File: src/rtl/ysyx_24110006_pkg.sv
// Shared types and constants for the ysyx_24110006 fetch front end.
// Holds the fetch sequencer state encoding and bus response codes.
package ysyx_24110006_pkg;

    localparam int          XLEN_DEF     = 32;
    localparam logic [31:0] RESET_PC_DEF = 32'h2000_0000;
    localparam logic [1:0]  RESP_OKAY    = 2'b00;

    typedef enum logic [2:0] {
        ST_BOOT  = 3'd0,
        ST_REQ   = 3'd1,
        ST_RESP  = 3'd2,
        ST_DELIV = 3'd3,
        ST_WAIT  = 3'd4
    } fetch_state_e;

    // Any response other than OKAY marks the fetched word as an access fault.
    function automatic logic resp_is_fault(input logic [1:0] resp);
        return (resp != RESP_OKAY);
    endfunction

endpackage

File: src/rtl/ysyx_24110006_fetch_ctrl.sv
// Multicycle instruction-fetch sequencer: owns the PC, issues one AR/R read per
// instruction, presents inst+pc to decode and waits for retirement before refetching.
module ysyx_24110006_fetch_ctrl
    import ysyx_24110006_pkg::*;
#(
    parameter int              XLEN     = XLEN_DEF,
    parameter logic [XLEN-1:0] RESET_PC = XLEN'(RESET_PC_DEF)
) (
    input  logic            i_clock,
    input  logic            i_reset_n,
    output logic [XLEN-1:0] o_araddr,
    output logic            o_arvalid,
    input  logic            i_arready,
    input  logic [XLEN-1:0] i_rdata,
    input  logic [1:0]      i_rresp,
    input  logic            i_rvalid,
    output logic            o_rready,
    output logic [XLEN-1:0] o_inst,
    output logic [XLEN-1:0] o_pc,
    output logic            o_valid,
    output logic            o_fault,
    input  logic            i_ready,
    input  logic            i_retire,
    input  logic            i_jump,
    input  logic [XLEN-1:0] i_jump_pc
);

    fetch_state_e    state_q, state_d;
    logic [XLEN-1:0] pc_q, pc_d;
    logic [XLEN-1:0] inst_q, inst_d;
    logic            fault_q, fault_d;
    logic            arvalid_q, arvalid_d;
    logic            rready_q, rready_d;
    logic            valid_q, valid_d;

    // Next-state, PC and instruction-latch logic; handshake outputs follow the next state.
    always_comb begin
        state_d = state_q;
        pc_d    = pc_q;
        inst_d  = inst_q;
        fault_d = fault_q;
        case (state_q)
            ST_BOOT: begin
                state_d = ST_REQ;
            end
            ST_REQ: begin
                if (i_arready) begin
                    state_d = ST_RESP;
                end else begin
                    state_d = ST_REQ;
                end
            end
            ST_RESP: begin
                if (i_rvalid) begin
                    state_d = ST_DELIV;
                    inst_d  = i_rdata;
                    fault_d = resp_is_fault(i_rresp);
                end else begin
                    state_d = ST_RESP;
                end
            end
            ST_DELIV: begin
                if (i_ready) begin
                    state_d = ST_WAIT;
                end else begin
                    state_d = ST_DELIV;
                end
            end
            ST_WAIT: begin
                // PC only moves here; retire/jump in any other state are ignored.
                if (i_retire) begin
                    state_d = ST_REQ;
                    if (i_jump) begin
                        pc_d = i_jump_pc;
                    end else begin
                        pc_d = pc_q + XLEN'(32'd4);
                    end
                end else begin
                    state_d = ST_WAIT;
                end
            end
            default: begin
                state_d = ST_BOOT;
            end
        endcase
        arvalid_d = (state_d == ST_REQ);
        rready_d  = (state_d == ST_RESP);
        valid_d   = (state_d == ST_DELIV);
    end

    // State, PC, instruction and handshake registers.
    always_ff @(posedge i_clock or negedge i_reset_n) begin
        if (!i_reset_n) begin
            state_q   <= ST_BOOT;
            pc_q      <= RESET_PC;
            inst_q    <= '0;
            fault_q   <= 1'b0;
            arvalid_q <= 1'b0;
            rready_q  <= 1'b0;
            valid_q   <= 1'b0;
        end else begin
            state_q   <= state_d;
            pc_q      <= pc_d;
            inst_q    <= inst_d;
            fault_q   <= fault_d;
            arvalid_q <= arvalid_d;
            rready_q  <= rready_d;
            valid_q   <= valid_d;
        end
    end

    assign o_araddr  = pc_q;
    assign o_pc      = pc_q;
    assign o_arvalid = arvalid_q;
    assign o_rready  = rready_q;
    assign o_valid   = valid_q;
    assign o_inst    = inst_q;
    assign o_fault   = fault_q;

endmodule

File: config.mk
export PLATFORM = sky130hd
export DESIGN_NAME = ysyx_24110006_fetch_ctrl
export DESIGN_NICKNAME = d
export VERILOG_FILES = /design/src/rtl/ysyx_24110006_pkg.sv /design/src/rtl/ysyx_24110006_fetch_ctrl.sv
export SDC_FILE = /design/constraint.sdc
export NUM_CORES = 1
export LEC_CHECK = 0
export ABC_AREA = 1
export CORE_ASPECT_RATIO = 1.4
export CORE_MARGIN = 3
export CORE_UTILIZATION = 46
export DETAILED_ROUTE_END_ITERATION = 10
export PLACE_DENSITY = 0.86
export SLEW_MARGIN = 25
export SYNTH_ARGS = -nofsm -noshare
export SYNTH_HDL_FRONTEND = slang
export SYNTH_SLANG_ARGS = --single-unit
File: constraint.sdc
create_clock -name i_clock -period 2.6 [get_ports i_clock]
set_input_delay 0.26 -clock i_clock [delete_from_list [all_inputs] [get_ports i_clock]]
set_output_delay 0.26 -clock i_clock [all_outputs]
set_load 0.05 [all_outputs]
### After elaboration in Yosys (flattened, before gate mapping)

Index checks and enable logic that the tools add are counted.

| cells by class | value |
|---|---|
| reductions and logical operators | 4 |
| order comparisons | 0 |
| multiply operators | 0 |
| multiplexer cells | 6 |
| divide/modulo/power cells | 0 |
| shift operators | 0 |
| eq/ne operators | 7 |
| $add $sub $neg | 1 |
| bitwise logic cells | 0 |

Operators by type and width:

| kind | number |
|---|---|
| 32-bit by 3-bit adder with 32-bit output (second input constant) | 1 |
| 32-bit 2-to-1 mux | 1 |
| 3-bit one-hot mux with 5 select lines | 1 |
| 3-bit by 2-bit equality test with 1-bit output (second input constant) | 4 |
| 3-bit by 1-bit equality test with 1-bit output (second input constant) | 2 |
| 3-bit 2-to-1 mux | 2 |
| 2-bit AND reduction | 2 |
| 3-bit equality test (second input constant) | 1 |
| 3-bit logical NOT | 1 |
| 2-bit 2-to-1 mux | 1 |
| 2-bit nonzero test | 1 |
| 1-bit 2-to-1 mux | 1 |

| storage, ports and cells | value |
|---|---|
| logic and storage cells | 25 |
| RAM bits | 0 |
| ROM bits | 0 |
| output and inout port bits | 100 |
| register bits | 71 |
| memories | 0 |
| bits in latches | 0 |

### Depth between registers and ports, before layout

Gate-level depths: netlist of the first run.

| logic depth | value |
|---|---|
| depth after elaboration | 3 |
| depth in mapped cells | 10 |

### Worst setup path after synthesis of the first run

Ideal clock, no wire load.

| path | value |
|---|---|
| path type | register to register |
| from | register pc_q[2], in the netlist o_araddr[2] |
| to | register pc_q[22], in the netlist o_araddr[22] |
| data required time | 2.482 ns |
| setup slack | 0.759 ns |
| data arrival time | 1.723 ns |
| stages on the path, launching flop included | 11 |
| setup time | 0.118 ns |
| cell sequence | dfrtp_1 ha_1 nand2_1 nor2_4 nand2_2 nor2_2 nand2_1 nand2_1 nand3_1 nand2_1 nand2_1 |

| on the way | value |
|---|---|
| cells in the longest elaborated chain, start to end | 2 |

Ends and longest elaborated chain:

| element | line | RTL |
|---|---|---|
| from (decl) | ysyx_24110006_fetch_ctrl.sv:29 | `logic [XLEN-1:0] pc_q, pc_d;` |
| from (signal assigned) | ysyx_24110006_fetch_ctrl.sv:103 | `pc_q <= pc_d;` |
| 32-bit by 3-bit adder with 32-bit output | ysyx_24110006_fetch_ctrl.sv:76 | `pc_d = pc_q + XLEN'(32'd4);` |
| 32-bit 2-to-1 mux | ysyx_24110006_fetch_ctrl.sv:73 | `if (i_jump) begin` |

No other way between the ends.
A chain may end at the register's enable or synchronous reset.

### Worst setup path in the final report of the first run

| path | value |
|---|---|
| from | register pc_q[29], in the netlist o_araddr[29] |
| to | output port o_araddr[29] |

RTL lines:

| element | line | RTL |
|---|---|---|
| to (decl) | ysyx_24110006_fetch_ctrl.sv:11 | `output logic [XLEN-1:0] o_araddr,` |

No word-level cell between the ends.

==> results.md, run 1 <==
* Io pins at 173
* Layout cells sized above 1 at 5.698%
* Global placer's final weighted congestion at 0.9300
* Seq/Total Area, Yosys at 44.41%
* Netlist cell types at 34
* Synth Area in Adders at 0.3125%
* Post-CTS setup buffer count at 0
* Commonest non-fill, non-tap cell in the layout: nand2_1
* Area of the mapped netlist at 0.004004 mm²
* Mux contribution to synthesized area at 0%
* Overall Global Routing Usage at 25.77%
* CP bufs+invs at 1
* Area grow syn2layout at 46.88%
* Logic gate share of total power at 57.9%
* TritonCTS clock tree: built
* Vias in the first global route at 4075
* Drt pass-1 iters at 5
* Worst Tran Pin Value at 0.8074 ns
* Reported max-cap violation count at 0
* Ant diodes at 0
* Flop pwr share at 26.1%
* Main combinational cell family by area after synthesis: simple AND/OR/NAND/NOR gates
* FMAX at 0.4875 GHz
* CP startpoint kind: register
* Primary FF master, synth: dfrtp_1
* Psw at 4276 µW
* Hold_buf cts at 0
* Unrepaired setup endpoints after global routing: false
* Die width at 84.85 µm
* Arrival @ worst endpoint at 1.79 ns
* Final Max Slew Viols at 0
* Class of the worst hold path: input pin to asynchronous set/reset pin
* Die height at 116.4 µm
* Simple-gate share of the synthesized area at 38.41%
* Post-DP HPWL at 9.264 mm
* Hold_ws at 0.01396 ns
* Setup TNS at 0 ns
* Worst-path clk slew at 0.06 ns
* Leak at 0.002655 µW
* Row count at 39
* Final antenna-violating net count at 0
* Fin area at 0.005881 mm²
* IO Port Bufs at 172
* EDFF count, synth at 0
* Average cell area after synthesis at 7.201 µm²
* Synth Instances at 556
* Syn Nets at 630
* Post-CTS sizing at 0
* Via count at 4180
* Drc violations at 0
* Routed vias/inst at 5.199
* Pin count of the biggest net entering global routing at 42
* Xor and xnor area share after synthesis at 0.6562%
* Layout Nets at 771
* Die Area at 0.009875 mm²
* H-tree levels at 3
* Async set or reset register ratio after synthesis at 100.0%
* Run status: finished clean
* DR WL/cell at 15.58 µm
* Clock sink count at 71
* Critical path class: register to output port
* GRT overflow at 0
* Drt total wl at 12.53 mm
* Synthesis Warnings at 0
* Most frequent cells in the layout: 231 x nand2_1, 171 x clkdlybuf4s50_1, 70 x dfrtp_1
* Hold Fails Final Rpt at 0
* Sw frac at 52.00%
* Placeable Area at 0.008295 mm²
* CP top delay family: buffers and inverters
* Post-layout util at 70.89%
* TritonCTS Buffers at 9
* Max FO, Critical Path at 7
* CP endpoint kind: output port
* Initial antenna violation count at 0
* DP Area at 0.005565 mm²
* Fin crit share at 78.89%
* PwrDens at 1399 mW/mm²
* Synth Area in Compound Gates at 4.531%
* Flops & latches, synth at 71
* Clock latency on the worst-skew pair at 0.33 ns
* Clk pwr share at 16.0%
* Starting DRT DRC Count at 320
* VDD IR max at 0.0008723 V
* Required time worst endpoint at 2.34 ns
* Clock skew at 0.004781 ns
* Power, Total at 8224 µW
* Initial Util at 48.27%
* Period minus WS final at 2.051 ns
* Clock root buffer: clkbuf_16
* Setup violations, final at 0
* Critical-path cell list: clkdlybuf4s50_1
* Clk buf depth at 2
* First-pass GRT wire length at 19.90 mm
* Slew headroom at 46.18%
* Slowest CP cell: clkdlybuf4s50_1
* Max incr delay on CP at 0.84 ns
* P_int at 3948 µW
[cells by family (layout without fill, tap and decap cells)]
logic type                 count (synthesis)  count (layout)
AOI/OAI and AO/OA                         30              30
xor gates and xnor gates                   3               3
adders and majority gates                  1               1
buffers and inverters                     84             230
DFF                                       71              71
and+or+nand+nor                          367             367
[per-stage QoR]
step           setup WS, ns  cells
5_1_grt              0.5354    804
6_report             0.5487    804
3_3_place_gp         0.6655    788
4_1_cts              0.5528    804
2_1_floorplan        0.7589    556
3_5_place_dp         0.5673    788
[worst register-to-register path, delay by kind of cell (launching register included)]
kind	cells	cell delay, ns
AOI/OAI and AO/OA	1	0.15
adders and majority gates	1	0.24
DFF	1	0.49
and+or+nand+nor	6	0.87
[Yosys cell counts, types with 2 or more instances]
cell type / instances / area [µm²]
a21oi_1: 5 / 25.02
a22oi_1: 5 / 37.54
buf_2: 5 / 25.02
buf_4: 35 / 262.8
buf_6: 2 / 22.52
clkbuf_1: 4 / 15.01
dfrtp_1: 70 / 1752
inv_1: 33 / 123.9
inv_2: 5 / 18.77
nand2_1: 231 / 867.1
nand2_2: 2 / 12.51
nand3_1: 37 / 185.2
nand4_1: 5 / 31.28
nor2_1: 65 / 244.0
nor2_2: 5 / 31.28
nor2_4: 3 / 33.78
nor3_1: 13 / 65.06
o21ai_0: 11 / 55.05
o21ai_1: 2 / 10.01
o22ai_1: 3 / 18.77
xnor2_1: 2 / 17.52
[routing by layer]
layer	up-vias	track usage [%]	share of wire, %
met5	-	0	0
met4	0	9.715	1.9
met3	21	8.751	10
met2	227	46.11	51
met1	1943	28.29	37
li1	1989	-	-
[cell type report]
| cell class | count | area, µm² |
|---|---|---|
| Clock buffer | 11 | 232.7 |
| Clock inverter | 5 | 82.58 |
| Fill cell | 658 | 2415 |
| Inverter | 38 | 142.6 |
| Multi-Input combinational cell | 401 | 1758 |
| Sequential cell | 71 | 1778 |
| Tap cell | 102 | 127.6 |
| Timing Repair Buffer | 176 | 1759 |
[worst paths after layout]
check	cells after the start	slack, ns	to	start
max	1	0.55	o_araddr[29]	o_araddr[29]
min	1	0.01	o_araddr[24]	i_reset_n
max reg2reg	8	0.73	o_araddr[18]	o_araddr[2]
min reg2reg	2	0.48	o_inst[1]	o_inst[1]
max in group asynchronous	2	1.88	o_inst[29]	i_reset_n
min in group i_clock	3	0.46	o_inst[9]	i_rdata[9]
[flip-flops by register name (all words and copies together) (netlist names)]
name,cells
state_q,3
o_valid,1
o_rready,1
o_arvalid,1
o_fault,1
o_inst,32
o_araddr,32
[power groups by stage]
stage	clock [µW]	combinational (µW)	sequential (µW)
2_1_floorplan	0	1850	3580
3_3_place_gp	0	4680	2130
3_5_place_dp	0	4770	2140
4_1_cts	1330	4790	2140
5_1_grt	1360	4990	2220
6_report	1320	4760	2150
No activity file was read; power rests on OpenSTA's default activity.
==> inputs of run 2 (changes only) <==
--- a/config.mk
+++ b/config.mk
@@ -8,9 +8,9 @@
 export ABC_AREA = 1
 export CORE_ASPECT_RATIO = 1.4
 export CORE_MARGIN = 3
-export CORE_UTILIZATION = 46
+export CORE_UTILIZATION = 43
 export DETAILED_ROUTE_END_ITERATION = 10
-export PLACE_DENSITY = 0.86
+export PLACE_DENSITY = 0.81
 export SLEW_MARGIN = 25
 export SYNTH_ARGS = -nofsm -noshare
 export SYNTH_HDL_FRONTEND = slang
==> constraint.sdc (replaced) <==
create_clock -name i_clock -period 1.95 [get_ports i_clock]
set_input_delay 0.195 -clock i_clock [delete_from_list [all_inputs] [get_ports i_clock]]
set_output_delay 0.195 -clock i_clock [all_outputs]
set_load 0.05 [all_outputs]
==> run 2 against run 1 <==
Via count increased by 1.7%. Highest routed layer unchanged. Design area increased by 1.0%. Final cell count increased by 1.4%. Critical endpoint is now o_araddr[13].
==> results.md, run 2 (same netlist as run 1, synthesis figures left out) <==
* Setup TNS at 0 ns
* Pin count of the biggest net entering global routing at 72
* Critical-path cell list: clkdlybuf4s50_1
* Most frequent cells in the layout: 231 x nand2_1, 168 x clkdlybuf4s50_1, 70 x dfrtp_1
* Drc violations at 0
* Setup violations, final at 0
* Class of the worst hold path: input pin to register
* H-tree levels at 3
* Clock skew at 0.003477 ns
* Placeable Area at 0.009029 mm²
* Die Area at 0.01052 mm²
* Max incr delay on CP at 0.87 ns
* Routed vias/inst at 5.213
* Clock root buffer: clkbuf_16
* Post-layout util at 65.81%
* P_int at 5335 µW
* Power, Total at 11040 µW
* VDD IR max at 0.001338 V
* Layout cells sized above 1 at 6.638%
* Final antenna-violating net count at 0
* Post-CTS setup buffer count at 0
* Run status: finished clean
* First-pass GRT wire length at 20.79 mm
* Arrival @ worst endpoint at 1.72 ns
* Final Max Slew Viols at 0
* Starting DRT DRC Count at 245
* Psw at 5705 µW
* Drt total wl at 12.93 mm
* Required time worst endpoint at 1.75 ns
* Row count at 41
* Fillers at 776
* Io pins at 173
* Commonest non-fill, non-tap cell in the layout: nand2_1
* Post-DP HPWL at 9.665 mm
* Clock latency on the worst-skew pair at 0.34 ns
* Overall Global Routing Usage at 25.60%
* TritonCTS Buffers at 9
* Global placer's final weighted congestion at 0.9068
* Fin crit share at 98.31%
* Die width at 87.56 µm
* Layout Nets at 777
* CP top delay family: buffers and inverters
* Hold Fails Final Rpt at 0
* Vias in the first global route at 4291
* Worst Tran Pin Value at 0.5604 ns
* TritonCTS clock tree: built
* Flop pwr share at 26.0%
* GRT overflow at 0
* Period minus WS final at 1.917 ns
* Final setup margin at 0.03303 ns
* Gr busiest metal: met2
* Slew headroom at 62.53%
* Die height at 120.2 µm
* Clk buf depth at 2
* Area grow syn2layout at 48.41%
* CP bufs+invs at 1
* Met1 usage at 28.98%
* Max FO, Critical Path at 7
* Sw frac at 51.68%
* Non-filler instance count after layout at 815
* Slowest CP cell: clkdlybuf4s50_1
* Pre-CTS setup slack at 0.1847 ns
* Via count at 4249
* Leak at 0.002708 µW
* Met2 Usage GRT at 43.44%
* Reported max-cap violation count at 0
* FF+latch area at 0.001778 mm²
* Critical path class: register to output port
* Worst-path clk slew at 0.06 ns
* CP startpoint kind: register
* DR WL/cell at 15.86 µm
* Unrepaired setup endpoints after global routing: false
* Clk pwr share at 16.4%
* PwrDens at 1858 mW/mm²
* Logic gate share of total power at 57.5%
* Met3 Use GR at 7.566%
* Clock sink count at 71
* Inst Count DP at 798
* Ant diodes at 0
* FMAX at 0.5217 GHz
* Drt pass-1 iters at 5
* CP endpoint kind: output port
* Initial antenna violation count at 0
* Initial Util at 44.35%
* IO Port Bufs at 172
* Multi-input gate area at 0.001758 mm²
run 2: cell count changes in the layout (fill, tap and decap cells not counted), sizes merged:
cell | previous run | this run
buf | 5 | 12
clkbuf | 11 | 13
clkdlybuf4s50 | 171 | 168
clkinv | 3 | 1
dlygate4sd3 | 0 | 1
dlymetal6s2s | 0 | 1
run 2: power by group through the flow:
stage | combinational [µW] | clock (µW) | sequential (µW)
floorplan | 2460 | 0 | 4770
global placement | 6280 | 0 | 2830
detailed placement | 6380 | 0 | 2860
CTS | 6400 | 1830 | 2860
global route | 6690 | 1890 | 2970
finish | 6350 | 1820 | 2870
run 2: layout make-up:
class | instances | share of cell area [%]
repair buffers | 182 | 30.36
flip-flops and latches | 71 | 29.92
multi-input cells | 401 | 29.59
clock buffers | 13 | 4.380
inverters | 38 | 2.401
well taps | 107 | 2.253
clock inverters | 3 | 1.095
run 2: path summary, 6_finish.rpt:
kind | startpoint | endpoint | slack [ns] | cells past startpoint
min reg2reg | o_inst[0] | o_inst[0] | 0.48 | 2
min | i_rdata[2] | o_inst[2] | 0.39 | 3
max in group asynchronous | i_reset_n | o_araddr[29] | 1.17 | 3
max | o_araddr[13] | o_araddr[13] | 0.03 | 1
min in group asynchronous | i_reset_n | o_araddr[20] | 0.42 | 3
max reg2reg | o_araddr[2] | o_araddr[18] | 0.21 | 8
run 2: what timing repair did:
action / 4_1_cts / 5_1_grt
hold buffers: 1 / 0
resized for setup: 0 / 1
endpoints found under the hold margin: 70 / 0
setup endpoints to repair: 0 / 1
run 2: stage by stage:
stage | instance area (µm²) | hold slack [ns]
2_1_floorplan | 4004 | -0.1006
3_3_place_gp | 5604 | 0.2537
3_5_place_dp | 5604 | 0.2579
4_1_cts | 5939 | 0.3834
5_1_grt | 5942 | 0.3999
6_report | 5942 | 0.3909
run 2: per-layer routing:
| layer | up-vias | share of wire (%) |
|---|---|---|
| met1 | 1978 | 36 |
| met4 | 0 | 3.4 |
| met3 | 34 | 10 |
| met5 | - | 0 |
| li1 | 2000 | - |
| met2 | 237 | 50 |
